`src/rtl/risk_unit_if.sv`:
```
// Decode-stage hazard controller bus.
// The pipeline side drives the ID/EX/MEM view and the controller returns the freeze and flush controls.
interface risk_unit_if #(
    parameter int REG_ADDR_W = 5
);
    logic                  step;
    logic [REG_ADDR_W-1:0] id_rs;
    logic [REG_ADDR_W-1:0] id_rt;
    logic                  id_uses_rt;
    logic                  id_branch;
    logic                  id_nbranch;
    logic                  id_jalr;
    logic                  id_halt;
    logic                  id_taken;
    logic                  ex_mem_read;
    logic                  ex_reg_write;
    logic [REG_ADDR_W-1:0] ex_rd;
    logic                  mem_mem_read;
    logic [REG_ADDR_W-1:0] mem_rd;
    logic                  risk;
    logic                  pc_write;
    logic                  ifid_write;
    logic                  ifid_flush;
    logic                  halted;

    modport master (
        output step, id_rs, id_rt, id_uses_rt, id_branch, id_nbranch, id_jalr,
               id_halt, id_taken, ex_mem_read, ex_reg_write, ex_rd,
               mem_mem_read, mem_rd,
        input  risk, pc_write, ifid_write, ifid_flush, halted
    );

    modport slave (
        input  step, id_rs, id_rt, id_uses_rt, id_branch, id_nbranch, id_jalr,
               id_halt, id_taken, ex_mem_read, ex_reg_write, ex_rd,
               mem_mem_read, mem_rd,
        output risk, pc_write, ifid_write, ifid_flush, halted
    );
endinterface

```
`src/rtl/risk_unit.sv`:
```
// Decode-stage hazard detection and pipeline-freeze controller.
// Handles load-use and branch-operand stalls, taken-branch flush, and post-HALT drain.
module risk_unit #(
    parameter int REG_ADDR_W   = 5,
    parameter int DRAIN_CYCLES = 3,
    parameter int CNT_W        = 3
) (
    input  logic        i_clk,
    input  logic        i_reset,
    risk_unit_if.slave  bus
);
    typedef enum logic [1:0] {RUN, STALL, DRAIN, HALTED} state_t;

    localparam logic [REG_ADDR_W-1:0] ZERO_REG = '0;

    state_t           state, state_nxt;
    logic [CNT_W-1:0] cnt, cnt_nxt;
    logic             reg_rd, m_ex, m_mem, need2, need1;
    logic             risk_c, pc_write_c, ifid_write_c, ifid_flush_c;

    // Register 0 is hardwired, so it never creates a dependency.
    assign m_ex  = (bus.ex_rd != ZERO_REG) &&
                   ((bus.ex_rd == bus.id_rs) || (bus.id_uses_rt && (bus.ex_rd == bus.id_rt)));
    assign m_mem = (bus.mem_rd != ZERO_REG) &&
                   ((bus.mem_rd == bus.id_rs) || (bus.id_uses_rt && (bus.mem_rd == bus.id_rt)));

    assign reg_rd = bus.id_branch | bus.id_nbranch | bus.id_jalr;
    assign need2  = reg_rd && bus.ex_mem_read && m_ex;
    assign need1  = (bus.ex_mem_read && m_ex) ||
                    (reg_rd && bus.ex_reg_write && m_ex) ||
                    (reg_rd && bus.mem_mem_read && m_mem);

    always_comb begin
        state_nxt    = state;
        cnt_nxt      = cnt;
        risk_c       = 1'b0;
        pc_write_c   = 1'b0;
        ifid_write_c = 1'b0;
        ifid_flush_c = 1'b0;
        case (state)
            RUN: begin
                if (need2 || need1) begin
                    risk_c = 1'b1;
                    if (need2) begin
                        cnt_nxt   = CNT_W'(1);
                        state_nxt = STALL;
                    end
                end else if (bus.id_halt) begin
                    // HALT itself goes down unbubbled; bubbles follow from DRAIN.
                    cnt_nxt   = CNT_W'(DRAIN_CYCLES);
                    state_nxt = DRAIN;
                end else begin
                    pc_write_c   = 1'b1;
                    ifid_write_c = 1'b1;
                    ifid_flush_c = bus.id_taken;
                end
            end
            STALL: begin
                risk_c  = 1'b1;
                cnt_nxt = cnt - CNT_W'(1);
                if (cnt == CNT_W'(1)) state_nxt = RUN;
            end
            DRAIN: begin
                risk_c  = 1'b1;
                cnt_nxt = cnt - CNT_W'(1);
                if (cnt == CNT_W'(1)) state_nxt = HALTED;
            end
            HALTED: begin
                risk_c = 1'b1;
            end
            default: begin
                state_nxt = RUN;
            end
        endcase

        // A frozen or resetting pipeline gets no enables and no bubbles.
        if (i_reset || !bus.step) begin
            risk_c       = 1'b0;
            pc_write_c   = 1'b0;
            ifid_write_c = 1'b0;
            ifid_flush_c = 1'b0;
        end
    end

    always_ff @(posedge i_clk) begin
        if (i_reset) begin
            state <= RUN;
            cnt   <= '0;
        end else if (bus.step) begin
            state <= state_nxt;
            cnt   <= cnt_nxt;
        end
    end

    assign bus.risk       = risk_c;
    assign bus.pc_write   = pc_write_c;
    assign bus.ifid_write = ifid_write_c;
    assign bus.ifid_flush = ifid_flush_c;
    assign bus.halted     = (state == HALTED);
endmodule
```
`src/flat_wrapper.sv`:
```
// flat-port wrapper written by rule: the top's interface ports become plain ports
module risk_unit_flat 
#(
    parameter int REG_ADDR_W   = 5,
    parameter int DRAIN_CYCLES = 3,
    parameter int CNT_W        = 3
)
  (i_clk, i_reset, bus_step, bus_id_rs, bus_id_rt, bus_id_uses_rt, bus_id_branch, bus_id_nbranch, bus_id_jalr, bus_id_halt, bus_id_taken, bus_ex_mem_read, bus_ex_reg_write, bus_ex_rd, bus_mem_mem_read, bus_mem_rd, bus_risk, bus_pc_write, bus_ifid_write, bus_ifid_flush, bus_halted);
  risk_unit_if #(.REG_ADDR_W(REG_ADDR_W)) bus_i ();
  input  logic i_clk;
  input  logic i_reset;
  input wire logic [$bits(bus_i.step)-1:0] bus_step;
  input wire logic [$bits(bus_i.id_rs)-1:0] bus_id_rs;
  input wire logic [$bits(bus_i.id_rt)-1:0] bus_id_rt;
  input wire logic [$bits(bus_i.id_uses_rt)-1:0] bus_id_uses_rt;
  input wire logic [$bits(bus_i.id_branch)-1:0] bus_id_branch;
  input wire logic [$bits(bus_i.id_nbranch)-1:0] bus_id_nbranch;
  input wire logic [$bits(bus_i.id_jalr)-1:0] bus_id_jalr;
  input wire logic [$bits(bus_i.id_halt)-1:0] bus_id_halt;
  input wire logic [$bits(bus_i.id_taken)-1:0] bus_id_taken;
  input wire logic [$bits(bus_i.ex_mem_read)-1:0] bus_ex_mem_read;
  input wire logic [$bits(bus_i.ex_reg_write)-1:0] bus_ex_reg_write;
  input wire logic [$bits(bus_i.ex_rd)-1:0] bus_ex_rd;
  input wire logic [$bits(bus_i.mem_mem_read)-1:0] bus_mem_mem_read;
  input wire logic [$bits(bus_i.mem_rd)-1:0] bus_mem_rd;
  output wire logic [$bits(bus_i.risk)-1:0] bus_risk;
  output wire logic [$bits(bus_i.pc_write)-1:0] bus_pc_write;
  output wire logic [$bits(bus_i.ifid_write)-1:0] bus_ifid_write;
  output wire logic [$bits(bus_i.ifid_flush)-1:0] bus_ifid_flush;
  output wire logic [$bits(bus_i.halted)-1:0] bus_halted;
  assign bus_i.step = bus_step;
  assign bus_i.id_rs = bus_id_rs;
  assign bus_i.id_rt = bus_id_rt;
  assign bus_i.id_uses_rt = bus_id_uses_rt;
  assign bus_i.id_branch = bus_id_branch;
  assign bus_i.id_nbranch = bus_id_nbranch;
  assign bus_i.id_jalr = bus_id_jalr;
  assign bus_i.id_halt = bus_id_halt;
  assign bus_i.id_taken = bus_id_taken;
  assign bus_i.ex_mem_read = bus_ex_mem_read;
  assign bus_i.ex_reg_write = bus_ex_reg_write;
  assign bus_i.ex_rd = bus_ex_rd;
  assign bus_i.mem_mem_read = bus_mem_mem_read;
  assign bus_i.mem_rd = bus_mem_rd;
  assign bus_risk = bus_i.risk;
  assign bus_pc_write = bus_i.pc_write;
  assign bus_ifid_write = bus_i.ifid_write;
  assign bus_ifid_flush = bus_i.ifid_flush;
  assign bus_halted = bus_i.halted;
  risk_unit #(.REG_ADDR_W(REG_ADDR_W), .DRAIN_CYCLES(DRAIN_CYCLES), .CNT_W(CNT_W)) u_core (.i_clk(i_clk), .i_reset(i_reset), .bus(bus_i));
endmodule
```
`config.mk`:
```
export PLATFORM = sky130hd
export DESIGN_NAME = risk_unit_flat
export DESIGN_NICKNAME = d
export VERILOG_FILES = /design/src/rtl/risk_unit_if.sv /design/src/rtl/risk_unit.sv /design/src/flat_wrapper.sv
export SDC_FILE = /design/constraint.sdc
export NUM_CORES = 1
export LEC_CHECK = 0
export ABC_AREA = 1
export CAP_MARGIN = 20
export CORE_MARGIN = 3
export CORE_UTILIZATION = 45
export DETAILED_ROUTE_END_ITERATION = 8
export PLACE_DENSITY = 0.84
export SYNTH_ARGS = -nofsm -noshare
export SYNTH_HDL_FRONTEND = slang
export SYNTH_SLANG_ARGS = --single-unit
```
`constraint.sdc`:
```
create_clock -name i_clk -period 3.2 [get_ports i_clk]
set_input_delay 0.8 -clock i_clk [delete_from_list [all_inputs] [get_ports i_clk]]
set_output_delay 0.8 -clock i_clk [all_outputs]
set_load 0.02 [all_outputs]
```
# Yosys cells after proc, flatten, opt, wreduce, memory -nomap -nowiden
# Index checks and enable logic that the tools add are counted.
[totals] register_bits=5 wordCells=65 output_inout_bits=5 inputBits=32
[op_classes] mux=21 n_bitwise=2 n_reduce_logical=27 addsub=1 n_eq_ne=12
[op_table] operator="== test 5 bit" count=4
[op_table] operator="logical AND 1 bit" count=11
[op_table] operator="2-to-1 mux 1 bit" count=10
[op_table] operator="2-to-1 mux 2 bit" count=5
[op_table] operator="nonzero test 5 bit" count=2
[op_table] operator="2-to-1 mux 3 bit" count=3
[op_table] operator="logical OR 1 bit" count=6
[op_table] operator="!= test 3 x 2 -> 1 bit (second input constant)" count=2
[op_table] operator="one-hot mux 2 bit (3 select lines)" count=1
[op_table] operator="one-hot mux 3 bit (2 select lines)" count=1
[op_table] operator="AND reduction 6 bit" count=1
[op_table] operator="== test 2 bit (second input constant)" count=2
[op_table] operator="!= test 2 x 1 -> 1 bit (second input constant)" count=2
[op_table] operator="AND reduction 4 bit" count=1
[op_table] operator="== test 3 x 1 -> 1 bit (second input constant)" count=1
[op_table] operator="nonzero test 3 bit" count=1
[op_table] operator="OR reduction 3 bit" count=1
[op_table] operator="subtractor 3 x 1 -> 3 bit (second input constant)" count=1
[op_table] operator="== test 2 x 1 -> 1 bit (second input constant)" count=1
[op_table] operator="zero test 2 bit" count=1
[op_table] operator="OR 1 bit" count=2
[op_table] operator="one-hot mux 1 bit (2 select lines)" count=1
[op_table] operator="nonzero test 2 bit" count=1
[op_table] operator="OR reduction 2 bit" count=1
[op_table] operator="zero test 1 bit" count=1

# Depth between registers and ports, before layout
# Gate-level depths: netlist of run 1.
[logic_depth] depth_word=11 depth_mapped=14 mapped_depth_nobuf=14

# Least setup slack after synthesis of run 1
# Ideal clock, no wire load.
[synth_path] kind="input-to-output" startpoint="input port bus_id_nbranch" endpoint="output port bus_pc_write" n_path_buf=1 t_arrival_ns=1.825 required_ns=2.400 path_slack_ns=0.575 path_stages=10 cell_sequence="nor3_2 inv_1 nand2_1 nand2_1 nand3_2 nand3_4 inv_1 nand3_1 inv_1 buf_4"
[synth_between] elab_chain_len=10 elab_cells_between_ends=14 cone_classes="3 x mux; 2 x bitwise; 9 x reduce/logical"
[synth_lines] item="start: declaration" line_no="flat_wrapper.sv:17" rtl="input wire logic [$bits(bus_i.id_nbranch)-1:0] bus_id_nbranch;"
[synth_lines] item="OR 1 bit * (2 in a row)" line_no="risk_unit.sv:27" rtl="assign reg_rd = bus.id_branch | bus.id_nbranch | bus.id_jalr;"
[synth_lines] item="logical AND 1 bit (2 in a row)" line_no="risk_unit.sv:30" rtl="(reg_rd && bus.ex_reg_write && m_ex) ||"
[synth_lines] item="logical OR 1 bit" line_no="risk_unit.sv:29" rtl="assign need1 = (bus.ex_mem_read && m_ex) ||"
[synth_lines] item="logical OR 1 bit" line_no="risk_unit.sv:30"
[synth_lines] item="logical OR 1 bit *" line_no="risk_unit.sv:42" rtl="if (need2 || need1) begin"
[synth_lines] item="2-to-1 mux 1 bit * (3 in a row)"
[synth_lines] item="end: declaration" line_no="flat_wrapper.sv:27" rtl="output wire logic [$bits(bus_i.pc_write)-1:0] bus_pc_write;"
# Every way passes the cells marked *; elsewhere a longest branch is shown, timed or not.

# Final worst setup path of run 1
[layout_path] startpoint="input port bus_id_rt[0]" endpoint="output port bus_ifid_flush"
[layout_between] elab_chain_len=11 elab_cells_between_ends=18 cone_classes="2 x eq/ne; 3 x mux; 13 x reduce/logical"
[layout_lines] item="start: declaration" line_no="flat_wrapper.sv:14" rtl="input wire logic [$bits(bus_i.id_rt)-1:0] bus_id_rt;"
[layout_lines] item="== test 5 bit" line_no="risk_unit.sv:23" rtl="((bus.ex_rd == bus.id_rs) || (bus.id_uses_rt && (bus.ex_rd == bus.id_rt)));"
[layout_lines] item="logical AND 1 bit" line_no="risk_unit.sv:23"
[layout_lines] item="logical OR 1 bit" line_no="risk_unit.sv:23"
[layout_lines] item="logical AND 1 bit" line_no="risk_unit.sv:22" rtl="assign m_ex = (bus.ex_rd != ZERO_REG) &&"
[layout_lines] item="logical AND 1 bit (on tied branches)" line_no="risk_unit.sv:29, risk_unit.sv:30"
[layout_lines] item="logical OR 1 bit" line_no="risk_unit.sv:29"
[layout_lines] item="logical OR 1 bit" line_no="risk_unit.sv:30"
[layout_lines] item="logical OR 1 bit *" line_no="risk_unit.sv:42"
[layout_lines] item="2-to-1 mux 1 bit *" line_no="risk_unit.sv:42"
[layout_lines] item="2-to-1 mux 1 bit *" line_no="risk_unit.sv:40" rtl="case (state)"
[layout_lines] item="2-to-1 mux 1 bit *" line_no="risk_unit.sv:77" rtl="if (i_reset || !bus.step) begin"
[layout_lines] item="end: declaration" line_no="flat_wrapper.sv:29" rtl="output wire logic [$bits(bus_i.ifid_flush)-1:0] bus_ifid_flush;"
# Marked as above.

==> flow_metrics.py, run 1 <==
metrics = {
    "critical_path": {
        "crit_start": "bus_id_rt[0]",
        "cp_max_fo": 3,
        "slowest_stage": "clkdlybuf4s50_1",
        "end_kind": "output pin",
        "critical_path_arrival_ps": 2320,
        "endpoint": "bus_ifid_flush",
        "worst_setup_path_start_kind": "input pin",
        "worst-setup-path-type": "input pin to output pin",
        "rr_worst_depth": 10,
        "cpPeakStageDelay_ps": 440,
        "required_ps": 2400,
        "r2r_slack_ps": 1720,
        "path_cells": "clkdlybuf4s50_1 > inv_2 > nand2_1 > o21ai_0 > nor2_1 > nand3_1 > nand2_1 > nand2_2 > nand3_4 > inv_1 > nand3_2 > nor2_1 > buf_4",
        "regToRegStartpoint": "u_core.state[0]$_SDFFE_PP0P_",
        "r2r_end": "u_core.cnt[0]$_SDFFE_PP0P_",
    },
    "clocking": {
        "cts_htree_levels": 1,
        "cts_root_buf": "clkbuf_4",
        "cts.path.max_buffers": 2,
        "numCtsBuffers": 3,
        "path_clk_slew_ps": 40,
        "clock_sinks": 5,
        "cts_hold_buf": 0,
        "insertion_delay_ps": 250,
        "cts_tree": "yes",
    },
    "logic_synthesis": {
        "synth.area.top_cells": "nand2_1 (23%), inv_1 (13%), dfxtp_1 (12%)",
        "yosysTopAreaCellShare_pct": 22.9,
        "synth_ff_type": "dfxtp_1",
        "yosysMostFrequentCell": "nand2_1",
        "synth_common_cells": "nand2_1 (53), inv_1 (29), nor2_1 (21), ha_1 (6), nand3_1 (6)",
        "synth_edf_count": 0,
        "synth.yosys.seq_area_share_pct": 11.5,
        "synth_warnings": 0,
        "synth_top_family_by_area": "simple AND/OR/NAND/NOR gates",
        "synthCells": 158,
        "synth-seq-cells": 5,
        "syn_area_um2": 870,
        "syn-num-nets": 196,
        "synth-xor-area-share_pct": 4.03,
        "synth_top_area_cell": "nand2_1",
        "synth_compound_area_share_pct": 8.49,
        "syn_avg_cell_area_um2": 5.50,
        "synthArstFlopShare_pct": 0,
        "synth_simple_gate_area_share_pct": 51.8,
        "synth_mux_area_share_pct": 0,
        "synth_cell_types": 26,
        "synthAdderAreaFrac_pct": 8.63,
    },
    "pwr": {
        "power_frac_clock_pct": 18.3,
        "peakVddDrop_v": 0.000305,
        "p_per_area_mw_per_mm2": 300,
        "p_leak_uw": 0.000817,
        "p_comb_share_pct": 61.5,
        "swShare_pct": 43.5,
        "p_seq_share_pct": 20.2,
        "p_int_uw": 234,
        "p_sw_uw": 180,
    },
    "floorplan": {
        "die_w_um": 50.0,
        "coreArea_mm2": 0.00178,
        "rows": 15,
        "die_y_um": 50.0,
        "initial_utilization_pct": 48.8,
        "io_pins": 37,
        "dieArea_mm2": 0.00250,
    },
    "outcome": {
        "status": "complete, no violations",
    },
    "place": {
        "io_buffers": 36,
        "place.gp.congestion": 0.875,
        "numPlacedInstances": 225,
        "hpwlAfterDp_mm": 2.16,
    },
    "drt": {
        "drc": 0,
        "num_vias": 1120,
        "via_per_inst": 4.89,
        "finalWirelength_mm": 2.74,
        "wire_per_inst_um": 11.9,
        "drt-initial-drc-count": 38,
        "ant_nets": 0,
        "first_pass_iters": 4,
    },
    "job": {
        "maxCapViolations": 0,
    },
    "global_route": {
        "grt_max_degree": 6,
        "grtUsageMet1_pct": 26.2,
        "antenna_found_initial": 0,
        "busiest_layer": "met2",
        "groute.layer.met3.usage_pct": 6.04,
        "grt_usage_pct": 21.3,
        "grt_pass1_vias": 969,
        "grt-ovfl-total": 0,
        "grt_pass1_wl_mm": 4.13,
        "use_met2_pct": 36.1,
    },
    "layout": {
        "fin_cells": 229,
        "final_core_util_pct": 77.4,
        "nets": 243,
        "synthToLayoutAreaGrowth_pct": 58.7,
        "fillCellCount": 139,
        "drive_above_1_share_pct": 19.6,
        "num_antenna_cells": 0,
    },
    "sta": {
        "slew-limit-headroom_pct": 73.2,
        "fin_skew_ps": 5.64,
        "fin_crit_ps": 3120,
        "finalHoldViolCount": 0,
        "post-route-period-util_pct": 97.4,
        "worst_pin_slew_ps": 400,
        "finalSetupViolCount": 0,
        "timing.final.max_slew_violations": 0,
        "fmax_mhz": 321,
    },
    "min_path": {
        "hold_class": "flop to flop",
        "hold_path_startpoint": "u_core.cnt[2]$_SDFFE_PP0P_",
        "holdPathStages": 2,
    },
}
-- placed cells by master, fill, tap and decap left out, types with 3 or more instances in the layout --
cell / instances
o21ai_0: 3
nand3_1: 5
nor2_1: 19
inv_1: 27
nand3_4: 3
inv_2: 7
clkdlybuf4s50_1: 20
xnor2_1: 4
buf_4: 9
nand2_1: 53
clkbuf_4: 3
dlymetal6s2s_1: 10
ha_1: 6
dfxtp_1: 5
-- registers in the layout (all words and copies together), names as in the netlist --
signal and cells:
u_core.cnt 3, u_core.state 2
-- stage by stage --
step	setup slack (ps)	setup TNS (ps)	hold WS, ps	area [um^2]	power (uW)
floorplan	575	0	442	870	239
global placement	-378	-1430	457	1310	323
detailed placement	-397	-1460	477	1310	334
CTS	38.2	0	488	1310	409
global route	-16.5	-27.8	497	1380	451
finish	82.3	0	490	1380	413
-- final cells by class --
| cell class | count | area (um^2) | area share, % |
|---|---|---|---|
| Sequential cell | 5 | 100 | 7.25 |
| Clock inverter | 1 | 5.00 | 0.363 |
| Clock buffer | 3 | 22.5 | 1.63 |
| Timing Repair Buffer | 43 | 420 | 30.5 |
| Inverter | 34 | 128 | 9.25 |
| Tap cell | 25 | 31.3 | 2.27 |
| Multi-Input combinational cell | 118 | 673 | 48.8 |
-- worst min-delay path by stage --
| stage | endpoint |
|---|---|
| floorplan | u_core.cnt[2]$_SDFFE_PP0P_ |
| global route | u_core.cnt[2]$_SDFFE_PP0P_ |
| global placement | u_core.cnt[2]$_SDFFE_PP0P_ |
| detailed placement | u_core.cnt[2]$_SDFFE_PP0P_ |
| finish | u_core.cnt[2]$_SDFFE_PP0P_ |
| CTS | u_core.cnt[2]$_SDFFE_PP0P_ |
-- worst max-delay path: cells and delay by family --
kind,cells,cell delay (ps)
buffers and inverters,4,760
AND/OR/NAND/NOR,8,670
AO/OA/AOI/OAI,1,90
-- power by group through the flow --
| stage | Combinational [uW] | Clock, uW | Sequential, uW |
|---|---|---|---|
| after floorplan | 157 | 0 | 81.5 |
| after global placement | 241 | 0 | 82.3 |
| after detailed placement | 250 | 0 | 84.4 |
| after CTS | 246 | 79.2 | 83.2 |
| after global routing | 282 | 84.3 | 85.2 |
| final | 254 | 75.6 | 83.6 |
-- cell families (layout without fill, tap and decap cells) --
| kind of cell | after synthesis | after routing |
|---|---|---|
| adder cells (fa/ha/maj) | 6 | 6 |
| buffers and inverters | 35 | 81 |
| XOR/XNOR | 4 | 4 |
| AND/OR/NAND/NOR | 95 | 95 |
| AO/OA/AOI/OAI | 13 | 13 |
| flip-flops | 5 | 5 |
-- metal layers --
metal	up-vias	routed length [um]
met5	-	0
met4	0	23
met3	4	184
met2	39	1440
met1	508	1080
li1	569	-
-- timing repair --
item	CTS	global route
gates resized for setup	18	25
buffers inserted	0	0
endpoints found under the setup margin	4	4
pin swaps	1	5
hold endpoints to repair	0	0
Power figures use the tool's default switching activity.
==> inputs of run 2 (changes only) <==
CAP_MARGIN = default   (was 20)
==> results of run 2 <==
Final layout, timing and power as in run 1 (identical DEF).
==> inputs of run 3 (changes only) <==
CELL_PAD_IN_SITES_DETAIL_PLACEMENT = 1   (was default)
CELL_PAD_IN_SITES_GLOBAL_PLACEMENT = 1   (was default)
CORE_UTILIZATION = 29   (was 45)
CTS_CLUSTER_DIAMETER = 30   (was default)
PLACE_DENSITY = default   (was 0.84)
PLACE_DENSITY_LB_ADDON = 0.1   (was default)
==> run 3 against run 2 <==
  * Via count fell by 4.9%
  * Die area increased by 48%
  * Global-route usage shrank 5.6 points
  * Critical path type unchanged
  * Clock power shrank 2%
  * Largest cell class unchanged
  * Combinational power about the same
  * Utilization is 27 points lower
  * Final cell count up 2.6%
  * Non-clock buffer count did not move
  * Largest power group unchanged
==> flow_metrics.py, run 3 (same netlist as run 1, synthesis figures left out) <==
metrics = {
    "layout": {
        "fin_cells": 235,
        "reg.largest.list": "u_core.cnt (3), u_core.state (2)",
        "drive_above_1_share_pct": 19.6,
        "synthToLayoutAreaGrowth_pct": 61.3,
        "final_cell_mix": "nand2_1 (53), inv_1 (26), nor2_1 (20)",
        "nets": 243,
        "num_antenna_cells": 0,
        "largest_register": "u_core.cnt",
        "largest_register_ffs": 3,
        "final_core_util_pct": 50.0,
        "mostFrequentLayoutCell": "nand2_1",
    },
    "clocking": {
        "cts_tree": "yes",
        "cts_root_buf": "clkbuf_4",
        "cts_htree_levels": 1,
        "numCtsBuffers": 3,
        "cts_hold_buf": 0,
        "path_clk_slew_ps": 50,
        "cts.path.max_buffers": 2,
        "clock_sinks": 5,
        "insertion_delay_ps": 240,
    },
    "drt": {
        "num_vias": 1065,
        "ant_nets": 0,
        "first_pass_iters": 4,
        "wire_per_inst_um": 12.0,
        "finalWirelength_mm": 2.83,
        "drc": 0,
        "drt-initial-drc-count": 22,
        "via_per_inst": 4.53,
    },
    "sta": {
        "finalSetupViolCount": 0,
        "setup_slack_ps": 160,
        "fin_skew_ps": 4.68,
        "finalHoldViolCount": 0,
        "rsz0062_at_grt": "no",
        "post-route-period-util_pct": 95.0,
        "worst_pin_slew_ps": 420,
        "fin_crit_ps": 3040,
        "slew-limit-headroom_pct": 71.9,
        "fmax_mhz": 329,
        "timing.setup.tns_ps": 0,
        "timing.final.max_slew_violations": 0,
        "timing.hold.ws_ps": 488,
    },
    "critical_path": {
        "path_cells": "clkdlybuf4s50_1 > inv_2 > nand2_1 > o21ai_1 > nor2_1 > nand3_1 > nand2_1 > nand2_2 > nand3_4 > inv_1 > nand3_2 > inv_1 > buf_2",
        "slowest_stage": "clkdlybuf4s50_1",
        "cpPeakStageDelay_ps": 490,
        "cp_max_fo": 3,
        "end_kind": "output pin",
        "worst-path-buf-inv": 5,
        "worst-setup-path-type": "input pin to output pin",
        "rr_worst_depth": 10,
        "cp_top_family": "buffers and inverters",
        "worst_setup_path_start_kind": "input pin",
        "cp.depth": 13,
        "critical_path_arrival_ps": 2240,
        "required_ps": 2400,
    },
    "floorplan": {
        "initial_utilization_pct": 31.0,
        "die_y_um": 60.8,
        "die_w_um": 60.8,
        "rows": 19,
        "coreArea_mm2": 0.00281,
        "dieArea_mm2": 0.00369,
        "io_pins": 37,
    },
    "min_path": {
        "hold_class": "flop to flop",
        "holdPathStages": 2,
    },
    "place": {
        "place_ws_ps": -424,
        "numPlacedInstances": 231,
        "io_buffers": 36,
        "place.gp.congestion": 0.733,
        "hpwlAfterDp_mm": 2.44,
    },
    "global_route": {
        "grt_max_degree": 6,
        "use_met2_pct": 27.5,
        "busiest_layer": "met2",
        "grt_pass1_vias": 1087,
        "antenna_found_initial": 0,
        "grtUsageMet1_pct": 20.8,
        "grt_usage_pct": 15.7,
        "groute.layer.met3.usage_pct": 4.04,
        "grt-ovfl-total": 0,
        "grt_pass1_wl_mm": 4.49,
    },
    "pwr": {
        "p_per_area_mw_per_mm2": 292,
        "peakVddDrop_v": 0.000222,
        "p_leak_uw": 0.000877,
    },
    "job": {
        "maxCapViolations": 0,
    },
    "outcome": {
        "status": "complete, no violations",
    },
}
-- run 3: cell count changes in the layout (fill, tap and decap cells not counted), moves of 2 or more --
cell	before	now
dlymetal6s2s_1	10	17
nor3_2	1	3
nor3_1	2	0
clkdlybuf4s50_1	20	14
-- run 3: path summary, 6_finish.rpt --
| check | slack (ps) | to | startpoint |
|---|---|---|---|
| max | 160 | bus_pc_write | bus_id_rt[3] |
| min reg2reg | 490 | u_core.cnt[2]$_SDFFE_PP0P_ | u_core.cnt[2]$_SDFFE_PP0P_ |
| min | 490 | u_core.cnt[2]$_SDFFE_PP0P_ | u_core.cnt[2]$_SDFFE_PP0P_ |
| max reg2reg | 1700 | u_core.cnt[0]$_SDFFE_PP0P_ | u_core.state[0]$_SDFFE_PP0P_ |
-- run 3: worst register-to-register path, cell delays in order (launching register included) --
cell,delay (ps)
dfxtp_1,330
inv_1,110
ha_1,180
inv_1,60
nor2_1,180
nand3_4,90
buf_4,160
nand3_4,100
nand2_1,60
o21ai_1,80
nor2_1,60
-- run 3: per-stage QoR --
stage,total power [uW],cell area (um^2)
2_1_floorplan,239,870
3_3_place_gp,329,1310
3_5_place_dp,339,1310
4_1_cts,413,1330
5_1_grt,454,1400
6_report,410,1400
-- run 3: power by group --
part | switching [uW] | internal [uW]
Sequential | 8.49 | 74.6
Combinational | 141 | 112
Clock | 26.8 | 47.2
-- run 3: area by class of cell --
class,instances,area (um^2)
fillers,393,1400
multi-input cells,118,673
repair buffers,43,437
inverters,34,128
flip-flops and latches,5,100
well taps,31,38.8
clock buffers,4,26.3
-- run 3: per-layer routing --
metal	share of wire (%)	vias up	wire, um
met4	0	0	0
li1	-	568	-
met3	5.9	0	167
met5	0	-	0
met1	47	467	1330
met2	47	30	1330
-- run 3: timing repair --
| action | 4_1_cts | 5_1_grt |
|---|---|---|
| resized for setup | 18 | 30 |
| pin swaps | 0 | 4 |
| endpoints found under the setup margin | 4 | 4 |
| setup buffers | 0 | 0 |
==> variant, RTL diff (config.mk and constraints of run 3) <==
The localparam `ZERO_REG` goes from '0 to 1.
--- a/src/rtl/risk_unit.sv
+++ b/src/rtl/risk_unit.sv
@@ -11,7 +11,7 @@
 );
     typedef enum logic [1:0] {RUN, STALL, DRAIN, HALTED} state_t;
 
-    localparam logic [REG_ADDR_W-1:0] ZERO_REG = '0;
+    localparam logic [REG_ADDR_W-1:0] ZERO_REG = 1;
 
     state_t           state, state_nxt;
     logic [CNT_W-1:0] cnt, cnt_nxt;
Behaviour: not the same (a bounded check fails within 4 cycles, from zero or initial values and one cycle with i_reset high).
==> variant against run 3 <==
Via count rose by 3.4%; largest power group unchanged; area after synthesis fell by 3.7%; sequential cell count did not move; power fell by 0.57%; design area fell by 3.7%; critical path type unchanged; utilization rose by 1.7 points; worst setup slack got worse by 0.029 ns; wire length rose by 6.4%.
==> variant: results (changes against run 3) <==
\begin{tabular}{lr}
\hline
Metric & Value \\
\hline
\multicolumn{2}{l}{\textbf{Synthesis}} \\
\quad Unique cell type count in the Yosys netlist & 24 (-7.7\%) \\
\quad Cell types occupying the most area after synthesis & nand2\_1 (25\%), inv\_1 (14\%), dfxtp\_1 (12\%) \\
\quad Main synth FF type & dfxtp\_1 \\
\quad Seq/Total Area, Yosys & 12.0\% (+0.45 points) \\
\quad Avg Cell Area, Syn & 5.30 um2 (-3.7\%) \\
\quad Leading cell types by count after synthesis & nand2\_1 (55), inv\_1 (31), nor2\_1 (21) \\
\multicolumn{2}{l}{\textbf{Status}} \\
\quad Result of the run & finished clean \\
\multicolumn{2}{l}{\textbf{Timing}} \\
\quad WHS & 0.484 ns (-0.00408 ns) \\
\quad Actual slew at the worst max-slew pin & 0.263 ns (-0.157 ns) \\
\quad Worst Slack Setup Final & 0.131 ns (-0.0289 ns) \\
\quad Final worst clock skew & 0.00168 ns (-0.00300 ns) \\
\multicolumn{2}{l}{\textbf{Route}} \\
\quad Number of design-rule violations left by the first detailed-router iteration & 29 (+32\%) \\
\quad DR vias/cell & 4.67 (+2.9\%) \\
\quad Routed WL per cell & 12.8 um (+5.9\%) \\
\quad Iteration count of the initial detailed-routing pass & 4 (unchanged) \\
\multicolumn{2}{l}{\textbf{Power and ir drop}} \\
\quad Leakage power summed over all cells & 0.851 nW (-2.9\%) \\
\quad Maximum vdd drop & 0.274 mV (+24\%) \\
\quad Internal power component & 231 uW (-1.1\%) \\
\multicolumn{2}{l}{\textbf{Placement}} \\
\quad Worst slack after detailed placement & -0.430 ns (-0.00619 ns) \\
\quad Placed cell area & 0.00129 mm2 (-2.0\%) \\
\quad Gpl congestion & 0.797 (+8.7\%) \\
\quad Half-perimeter wire length of the detailed placement result & 2540 um (+4.1\%) \\
\quad Port Buffer Count & 36 (unchanged) \\
\multicolumn{2}{l}{\textbf{Global routing}} \\
\quad First-pass GRT wire length & 4790 um (+6.8\%) \\
\quad Overall fraction of global-route tracks in use & 18.0\% (+2.2 points) \\
\quad Via count of the first global-routing pass & 1109 (+2.0\%) \\
\multicolumn{2}{l}{\textbf{Final layout}} \\
\quad Share of post-route cells with drive strength above 1 & 16.0\% (-3.6 points) \\
\quad Number of filler cells placed in the layout & 378 (-3.8\%) \\
\quad Net total in the final layout & 245 (+0.82\%) \\
\quad Cell Count, Final, Fillers Out & 236 (+0.43\%) \\
\multicolumn{2}{l}{\textbf{Worst setup path}} \\
\quad Flop2flop setup slack & 1.61 ns (-0.09 ns) \\
\quad CP Data Arrival Time & 2.27 ns (+0.03 ns) \\
\multicolumn{2}{l}{\textbf{Clocking}} \\
\quad CTS Root Cell & clkbuf\_4 \\
\hline
\end{tabular}
[variant: worst max-delay path: cells and delay by family]
kind,cells,cell delay [ns]
AOI/OAI and AO/OA,1,0.08
buffers and inverters,5,0.80
and+or+nand+nor,7,0.57
[variant: worst paths after layout]
| check | start | endpoint | cells after the start |
|---|---|---|---|
| max reg2reg | u_core.state[0]$_SDFFE_PP0P_ | u_core.cnt[0]$_SDFFE_PP0P_ | 11 |
| min reg2reg | u_core.cnt[2]$_SDFFE_PP0P_ | u_core.cnt[2]$_SDFFE_PP0P_ | 2 |
| max | bus_id_rt[3] | bus_ifid_write | 13 |
| min | u_core.cnt[2]$_SDFFE_PP0P_ | u_core.cnt[2]$_SDFFE_PP0P_ | 2 |
[variant: final cells by class]
class	count	area, um2	share of cell area (%)
multi-input combinational	118	622	46.0
timing repair buffer	45	438	32.4
inverter	34	128	9.44
sequential	5	100	7.41
tap	30	37.5	2.78
clock buffer	4	26.3	1.94
[variant: logic make-up (layout without fill, tap and decap cells)]
family / after synthesis / in the layout / synth area share [%]
AOI/OAI and AO/OA: 13 / 13 / 8.37
xor gates and xnor gates: 4 / 4 / 4.18
adders and majority gates: 6 / 6 / 8.97
buffers and inverters: 35 / 83 / 16.1
DFF: 5 / 5 / 12.0
and+or+nand+nor: 95 / 95 / 50.4
[variant: timing repair]
action / in CTS / in global routing
pin swaps: 1 / 6
setup endpoints to repair: 4 / 4
setup buffers: 0 / 1
resized for setup: 24 / 21
[variant: metrics by stage]
stage	utilization [%]	TNS [ns]
2_1_floorplan	-	0
5_1_grt	51.7	0
6_report	51.7	0
4_1_cts	50.1	0
3_5_place_dp	49.3	-1.64
3_3_place_gp	49.3	-1.48
[variant: per-layer routing]
| layer | wire (um) | GRT usage (%) | vias to the layer above | part of all wire (%) |
|---|---|---|---|---|
| met1 | 1340 | 22.5 | 492 | 44 |
| met4 | 36 | 4.75 | 0 | 1.2 |
| li1 | - | - | 573 | - |
| met5 | 0 | 0 | - | 0 |
| met3 | 179 | 4.54 | 5 | 5.9 |
| met2 | 1460 | 30.4 | 31 | 48 |
[variant: power by group through the flow]
stage / combinational, mW / sequential (mW) / clock, mW
global route: 0.279 / 0.0844 / 0.0849
global placement: 0.233 / 0.0831 / 0
floorplan: 0.143 / 0.0815 / 0
CTS: 0.245 / 0.0829 / 0.0808
finish: 0.246 / 0.0828 / 0.0784
detailed placement: 0.247 / 0.0841 / 0
